==> config.mk <==
export PLATFORM = sky130hd
export DESIGN_NAME = seq_multiplier_32
export DESIGN_NICKNAME = d
export VERILOG_FILES = /design/src/rtl/seq_multiplier_32.sv
export SDC_FILE = /design/constraint.sdc
export NUM_CORES = 1
export LEC_CHECK = 0
export ABC_AREA = 1
export BUFFER_PORTS_ARGS = -buffer_cell sky130_fd_sc_hd__buf_2
export CAP_MARGIN = 25
export CORE_ASPECT_RATIO = 0.5
export CORE_UTILIZATION = 25
export CTS_BUF_LIST = sky130_fd_sc_hd__clkbuf_8
export CTS_CLUSTER_DIAMETER = 50
export DETAILED_ROUTE_END_ITERATION = 7
export GPL_ROUTABILITY_DRIVEN = 0
export GPL_TIMING_DRIVEN = 0
export PLACE_DENSITY_LB_ADDON = 0.15
export RECOVER_POWER = 25
export SLEW_MARGIN = 20
export SYNTH_ARGS = -nofsm -noshare
export SYNTH_HDL_FRONTEND = slang
export SYNTH_SLANG_ARGS = --single-unit
==> constraint.sdc <==
create_clock -name Clk_in -period 41.2 [get_ports Clk_in]
set_input_delay 0 -clock Clk_in [delete_from_list [all_inputs] [get_ports Clk_in]]
set_output_delay 0 -clock Clk_in [all_outputs]
set_load 0.02 [all_outputs]
==> src/rtl/seq_multiplier_32.sv <==
// Sequential unsigned 32x32->64 shift-and-add multiplier.
// One add-and-shift per clock through a ripple-carry Adder_32.

module Adder_32 (
    input  logic [31:0] A_in32,
    input  logic [31:0] B_in32,
    input  logic        Carry_in,
    output logic [31:0] Sum_out32,
    output logic        Carry_out
);

    logic [32:0] w_carry;

    assign w_carry[0] = Carry_in;

    genvar i;
    generate
        for (i = 0; i < 32; i++) begin : g_fa
            logic w_p;
            assign w_p            = A_in32[i] ^ B_in32[i];
            assign Sum_out32[i]   = w_p ^ w_carry[i];
            assign w_carry[i + 1] = (A_in32[i] & B_in32[i])
                                  | (w_carry[i] & w_p);
        end
    endgenerate

    assign Carry_out = w_carry[32];

endmodule

module seq_multiplier_32 (
    input  logic        Clk_in,
    input  logic        Reset_n_in,
    input  logic        Start_in,
    input  logic [31:0] Multiplicand_in32,
    input  logic [31:0] Multiplier_in32,
    output logic [63:0] Product_out64,
    output logic        Busy_out,
    output logic        Done_out
);

    typedef enum logic [1:0] {
        S_IDLE = 2'd0,
        S_RUN  = 2'd1,
        S_DONE = 2'd2
    } state_t;

    state_t      r_state;
    state_t      w_next_state;

    logic [31:0] r_mcand;
    logic [31:0] r_hi;
    logic [31:0] r_lo;
    logic [4:0]  r_cnt;
    logic [63:0] r_product;

    logic        w_accept;
    logic        w_step;
    logic        w_last;

    logic [31:0] w_addend;
    logic [31:0] w_sum;
    logic        w_carry;

    // The adder carry is the bit above hi; after the right shift it lands
    // in hi[31], so the stored carry bit is always zero and needs no flop.
    assign w_addend = r_lo[0] ? r_mcand : 32'h0;

    Adder_32 u_adder (
        .A_in32    (r_hi),
        .B_in32    (w_addend),
        .Carry_in  (1'b0),
        .Sum_out32 (w_sum),
        .Carry_out (w_carry)
    );

    // State register
    always_ff @(posedge Clk_in or negedge Reset_n_in) begin
        if (!Reset_n_in) begin
            r_state <= S_IDLE;
        end else begin
            r_state <= w_next_state;
        end
    end

    // Next-state and control decode
    always_comb begin
        w_next_state = r_state;
        w_accept     = 1'b0;
        w_step       = 1'b0;
        w_last       = 1'b0;
        unique case (r_state)
            S_IDLE: begin
                if (Start_in) begin
                    w_accept     = 1'b1;
                    w_next_state = S_RUN;
                end
            end
            S_RUN: begin
                w_step = 1'b1;
                if (r_cnt == 5'd31) begin
                    w_last       = 1'b1;
                    w_next_state = S_DONE;
                end
            end
            S_DONE: begin
                if (Start_in) begin
                    w_accept     = 1'b1;
                    w_next_state = S_RUN;
                end else begin
                    w_next_state = S_IDLE;
                end
            end
            default: begin
                w_next_state = S_IDLE;
            end
        endcase
    end

    // Operand capture and add-and-shift datapath
    always_ff @(posedge Clk_in or negedge Reset_n_in) begin
        if (!Reset_n_in) begin
            r_mcand <= 32'h0;
            r_hi    <= 32'h0;
            r_lo    <= 32'h0;
            r_cnt   <= 5'd0;
        end else if (w_accept) begin
            r_mcand <= Multiplicand_in32;
            r_hi    <= 32'h0;
            r_lo    <= Multiplier_in32;
            r_cnt   <= 5'd0;
        end else if (w_step) begin
            r_hi    <= {w_carry, w_sum[31:1]};
            r_lo    <= {w_sum[0], r_lo[31:1]};
            r_cnt   <= r_cnt + 5'd1;
        end
    end

    // Result register: loaded from the post-shift value on the last step
    always_ff @(posedge Clk_in or negedge Reset_n_in) begin
        if (!Reset_n_in) begin
            r_product <= 64'h0;
        end else if (w_last) begin
            r_product <= {w_carry, w_sum, r_lo[31:1]};
        end
    end

    assign Product_out64 = r_product;
    assign Busy_out      = (r_state == S_RUN);
    assign Done_out      = (r_state == S_DONE);

endmodule

=== Word level (Yosys, flattened, before mapping) ===
Index checks and enable logic that the tools add are counted.

* Output and inout bits: 66
* Bits in latches: 0
* Register bits: 167
* ROM bits: 0
* Memories kept: 0
* Input bits: 67
* Bits in writable memories: 0

* Bitwise logic cells: 157
* Equal/unequal tests: 5
* Div/mod/pow operators: 0
* Shift operators: 0
* Reductions and logical operators: 4
* $add $sub $neg: 1
* Multiplexer cells: 16
* Order comparisons: 0
* Multipliers: 0

{| class="wikitable"
|+ Operators with widths
! cell !! number
|-
| $mux 32 || 5
|-
| $and 1x1->1 || 63
|-
| $xor 1x1->1 || 63
|-
| $or 1x1->1 || 31
|-
| $mux 5 || 2
|-
| $mux 1 || 6
|-
| $pmux 2 s3 || 1
|-
| $add 5x1->5 const B || 1
|-
| $eq 5x5->1 const B || 1
|-
| $mux 2 || 2
|-
| $eq 2x1->1 const B || 1
|-
| $eq 2x2->1 const B || 1
|-
| $logic_not 2->1 || 1
|-
| $ne 2x1->1 const B || 1
|-
| $ne 2x2->1 const B || 1
|-
| $reduce_and 2->1 || 1
|-
| $reduce_bool 2->1 || 1
|-
| $reduce_or 2->1 || 1
|}

=== Depth between registers and ports, before layout ===
* Word-level depth: 66
* Depth in mapped cells: 37
* Depth with buffers taken out: 36

=== By module ===
A second synthesis with hierarchy kept.

* Cell total of the unflattened synthesis: 898
* Area, all modules: 7,770.0 um^2

{| class="wikitable"
|+ Modules (own cells, without submodules)
! module !! seq. area each (um^2) !! area each (um^2) !! times used !! cells each
|-
| seq_multiplier_32 || 4,179.0 || 7,091.8 || 1 || 856
|-
| Adder_32 || 0.0 || 678.2 || 1 || 42
|}

=== Worst setup path after synthesis ===
OpenSTA, ideal clock, no wires.

* Path type: flip-flop to flip-flop
* Start: reg r_lo[0]
* End: reg r_hi[30]
* Cell stages (with the launch flop): 36
* Data required time: 41.062 ns
* Arrival time: 13.835 ns
* Path slack: 27.227 ns
* Cell sequence: dfrtp_1 clkbuf_1 clkbuf_1 nand2_1 fa_1 fa_1 fa_1 fa_1 fa_1 fa_1 fa_1 fa_1 fa_1 fa_1 fa_1 fa_1 fa_1 fa_1 fa_1 fa_1 fa_1 fa_1 fa_1 fa_1 fa_1 fa_1 fa_1 fa_1 fa_1 fa_1 fa_1 fa_1 fa_1 fa_1 fa_1 o22ai_1

* Cells in the longest elaborated chain, start to end: 65

{| class="wikitable"
|+ Ends and longest elaborated chain
! what !! line !! source
|-
| start: declaration || 53 || <nowiki>logic [31:0] r_lo;</nowiki>
|-
| start signal: assignment || 130 || <nowiki>r_lo <= Multiplier_in32;</nowiki>
|-
| start signal: assignment || 134 || <nowiki>r_lo <= {w_sum[0], r_lo[31:1]};</nowiki>
|-
| $mux 32 (*) || 67 || <nowiki>assign w_addend = r_lo[0] ? r_mcand : 32'h0;</nowiki>
|-
| $and 1x1->1 / $xor 1x1->1 (equally long branches) || 22, 20 ||
|-
| $and 1x1->1 || 23 || <nowiki>| (w_carry[i] & w_p);</nowiki>
|-
| $or 1x1->1 || 23 ||
|-
| $and 1x1->1 || 23 ||
|-
| $or 1x1->1 || 23 ||
|-
| $and 1x1->1 || 23 ||
|-
| $or 1x1->1 || 23 ||
|-
| [... 49 more ...] || - ||
|-
| $or 1x1->1 || 23 ||
|-
| $and 1x1->1 || 23 ||
|-
| $or 1x1->1 || 23 ||
|-
| $and 1x1->1 || 23 ||
|-
| $or 1x1->1 || 23 ||
|-
| $xor 1x1->1 (*) || 21 || <nowiki>assign Sum_out32[i] = w_p ^ w_carry[i];</nowiki>
|-
| $mux 32 (*) || 132 || <nowiki>end else if (w_step) begin</nowiki>
|-
| $mux 32 (*) || 127 || <nowiki>end else if (w_accept) begin</nowiki>
|-
| end signal: assignment || 133 || <nowiki>r_hi <= {w_carry, w_sum[31:1]};</nowiki>
|-
| end: declaration || 52 || <nowiki>logic [31:0] r_hi;</nowiki>
|}

Mark *: on every way between the ends. The rest lies on a longest branch, timed or not. The select of a mux whose other input is x is not followed.
A chain may end at the register's enable or synchronous reset.

=== Worst setup path in the final report ===
Ends and elaborated chain as after synthesis.

==> qor.csv <==
metric;value;unit
post-synth design cell area;7410;um2
Sum Neg Setup Slack;0;ns
WL final;20700;um
grt ovf;0;
Final min period;14.96;ns
Die Area;30400;um2
Vias/cell;4.09;
clock insertion delay at the later pin of the skew report;0.48;ns
status;finished, violations left;
Yosys reg bits;167;
Ports;133;
initial core utilization;0.255;
Die H;124;um
syn_nets;922;
VDD IR max;0.0250;mV
All-Layer GR Usage;0.144;
most used cell, CP;fa_1;
combinational fraction of design power;0.452;
detailed placer's ending HPWL;14500;um
FP Rows;44;
sequential cell fraction of total power;0.374;
synthesized area per cell;9.03;um2
Synth cell types;20;
Detail Route Antenna Nets;0;
worst min-delay path category;primary input to flop;
actual slew at the worst max-slew pin;4.93;ns
most common cell in the netlist;nand2_1;
Crit path largest cell delay;0.61;ns
cts repair resizes;0;
Layout fillers;3115;
vias in the first global route;6056;
diode count;0;
Power Total;774;uW
number of post-CTS setup repair buffers;0;
Final Slew Violations;170;
Pleak;4.78;nW
CTS buffer count;17;
share of the synthesized area in the top cell type;0.564;
Area contributors post-synth;dfrtp_1 (56%), nand2_1 (21%), fa_1 (8.4%);
Psw;326;uW
DR WL/cell;14.4;um
Mapped Cells;821;
Buffers on Ports;132;
WP data arrival;15.31;ns
Die X;246;um
Post-synth top flop;dfrtp_1;
Core Area;29100;um2
# hold bufs at CTS;65;
ys async rst share;1.00;
Crit-path slowest cell;clkbuf_1;
max cap viols;2;
CTS tree;yes;
share of layout cells above drive strength 1;0.197;
CTS sink count;167;
initial antenna violation count;0;
Clock transition at path regs;0.10;ns
final count of negative-setup-slack endpoints;0;
final hold vios;0;
CP Launch Type;flop;
largest net degree at the start of global routing;89;
list of most frequent post-synthesis cells;nand2_1 (424), dfrtp_1 (167), inv_1 (38), fa_1 (31), o22ai_1 (31);
H-tree levels;4;
maximum clock path buffer count;2;
DRC Markers;0;
sequential fraction of the synthesis area;0.564;
power per cell area;80.3;nW/um2
violated checks;max-capacitance violations, max-slew violations;
yosys warns;0;
WP data required;41.55;ns
RSZ-0062 raised after global routing;no;
first-pass GRT wire length;33000;um
Yosys top cell by area;dfrtp_1;
CP max FO;10;
WS Path Type;flop to flop;
Post-layout nets;1139;
Initial DRC Count;431;
Power Internal;448;uW
CP endpoint kind;flop;
Post-synth EDFFs;0;
clock share of power;0.173;
switching part of the total power;0.421;
FMAX;66.9;MHz
Max Clock Skew;0.0152;ns
Rel. slew slack;-2.29;
Synth-to-Final Area Change;30.1;%
Vias;5896;
Final Cycle Share;0.363;
CTS root buffer;clkbuf_8;
DRT Pass-1 Iters;7;
metal layers:
metal | vias to the layer above | GRT usage | part of all wire
li1 | 2963 | - | -
met1 | 2853 | 0.188 | 0.47
met2 | 66 | 0.242 | 0.49
met3 | 14 | 0.0306 | 0.026
met4 | 0 | 0.0419 | 0.012
met5 | - | 0 | 0
stage by stage:
stage	area, um2	worst slack (ns)	util	hold slack (ns)	instances
floorplan	7410	27.23	-	-0.296	821
global placement	8560	26.16	0.295	0.195	1344
detailed placement	8600	26.10	0.296	0.0794	1345
CTS	9690	26.04	0.333	0.0927	1442
global route	9640	25.53	0.332	0.170	1442
finish	9640	26.24	0.332	0.108	1442
power by group through the flow:
stage | Clock, mW | Combinational (mW) | Sequential (mW)
finish | 0.134 | 0.350 | 0.290
global route | 0.145 | 0.403 | 0.300
CTS | 0.139 | 0.362 | 0.290
detailed placement | 0 | 0.356 | 0.293
global placement | 0 | 0.351 | 0.292
floorplan | 0 | 0.208 | 0.322
placed cells by master (no fill, tap or decap), types with 4 or more instances in the layout:
cell | synthesis | layout
nand2_1 | 424 | 424
dfrtp_1 | 167 | 167
buf_2 | 20 | 139
dlygate4sd3_1 | 0 | 65
inv_1 | 38 | 40
clkbuf_1 | 17 | 31
o22ai_1 | 31 | 31
fa_1 | 31 | 31
or2_2 | 29 | 29
o21ai_0 | 26 | 26
clkbuf_8 | 0 | 19
o21ai_1 | 11 | 11
nor2_1 | 5 | 5
inv_2 | 4 | 4
buf_1 | 4 | 4
nand3_1 | 4 | 4
bufinv_16 | 0 | 4
final timing paths:
check,cells after the start,from,slack (ns),endpoint
max,35,r_lo[0]$_DFFE_PN0P_,26.24,r_hi[30]$_DFFE_PN0P_
min,4,Start_in,0.11,r_cnt[0]$_DFFE_PN0P_
max reg2reg,35,r_lo[0]$_DFFE_PN0P_,26.24,r_hi[30]$_DFFE_PN0P_
min reg2reg,2,Product_out64[22]$_DFFE_PN0P_,0.48,Product_out64[22]$_DFFE_PN0P_
max in group asynchronous,3,Reset_n_in,33.49,r_mcand[19]$_DFFE_PN0P_
min in group asynchronous,2,Reset_n_in,1.83,Product_out64[26]$_DFFE_PN0P_
sequential cells by signal, summed over array words and instances, names as in the netlist:
signal,count
r_mcand,32
r_hi,32
r_state,2
Product_out64,64
r_cnt,5
r_lo,32
critical path: cells and delay by family, from the launching register on:
family,cells,cell delay [ns]
buffers and inverters,2,0.84
DFF,1,0.34
and+or+nand+nor,1,0.17
AOI/OAI and AO/OA,1,0.09
adders and majority gates,31,13.39
area by class of cell:
type	count	area, um2	area share
flip-flops and latches	167	4180	0.433
multi-input cells	569	2880	0.299
repair buffers	198	1300	0.135
well taps	391	489	0.0507
clock buffers	19	262	0.0271
plain buffers	42	190	0.0197
clock inverters	13	179	0.0186
inverters	43	161	0.0167
logic make-up (layout without fill, tap and decap cells):
kind of cell    Yosys count  count (layout)  synth area share
simple gates            466             466             0.248
compound gates           69              69            0.0518
fa+ha+maj                34              34            0.0888
flops                   167             167             0.564
buf+inv                  85             315            0.0474
Power figures use the tool's default switching activity.
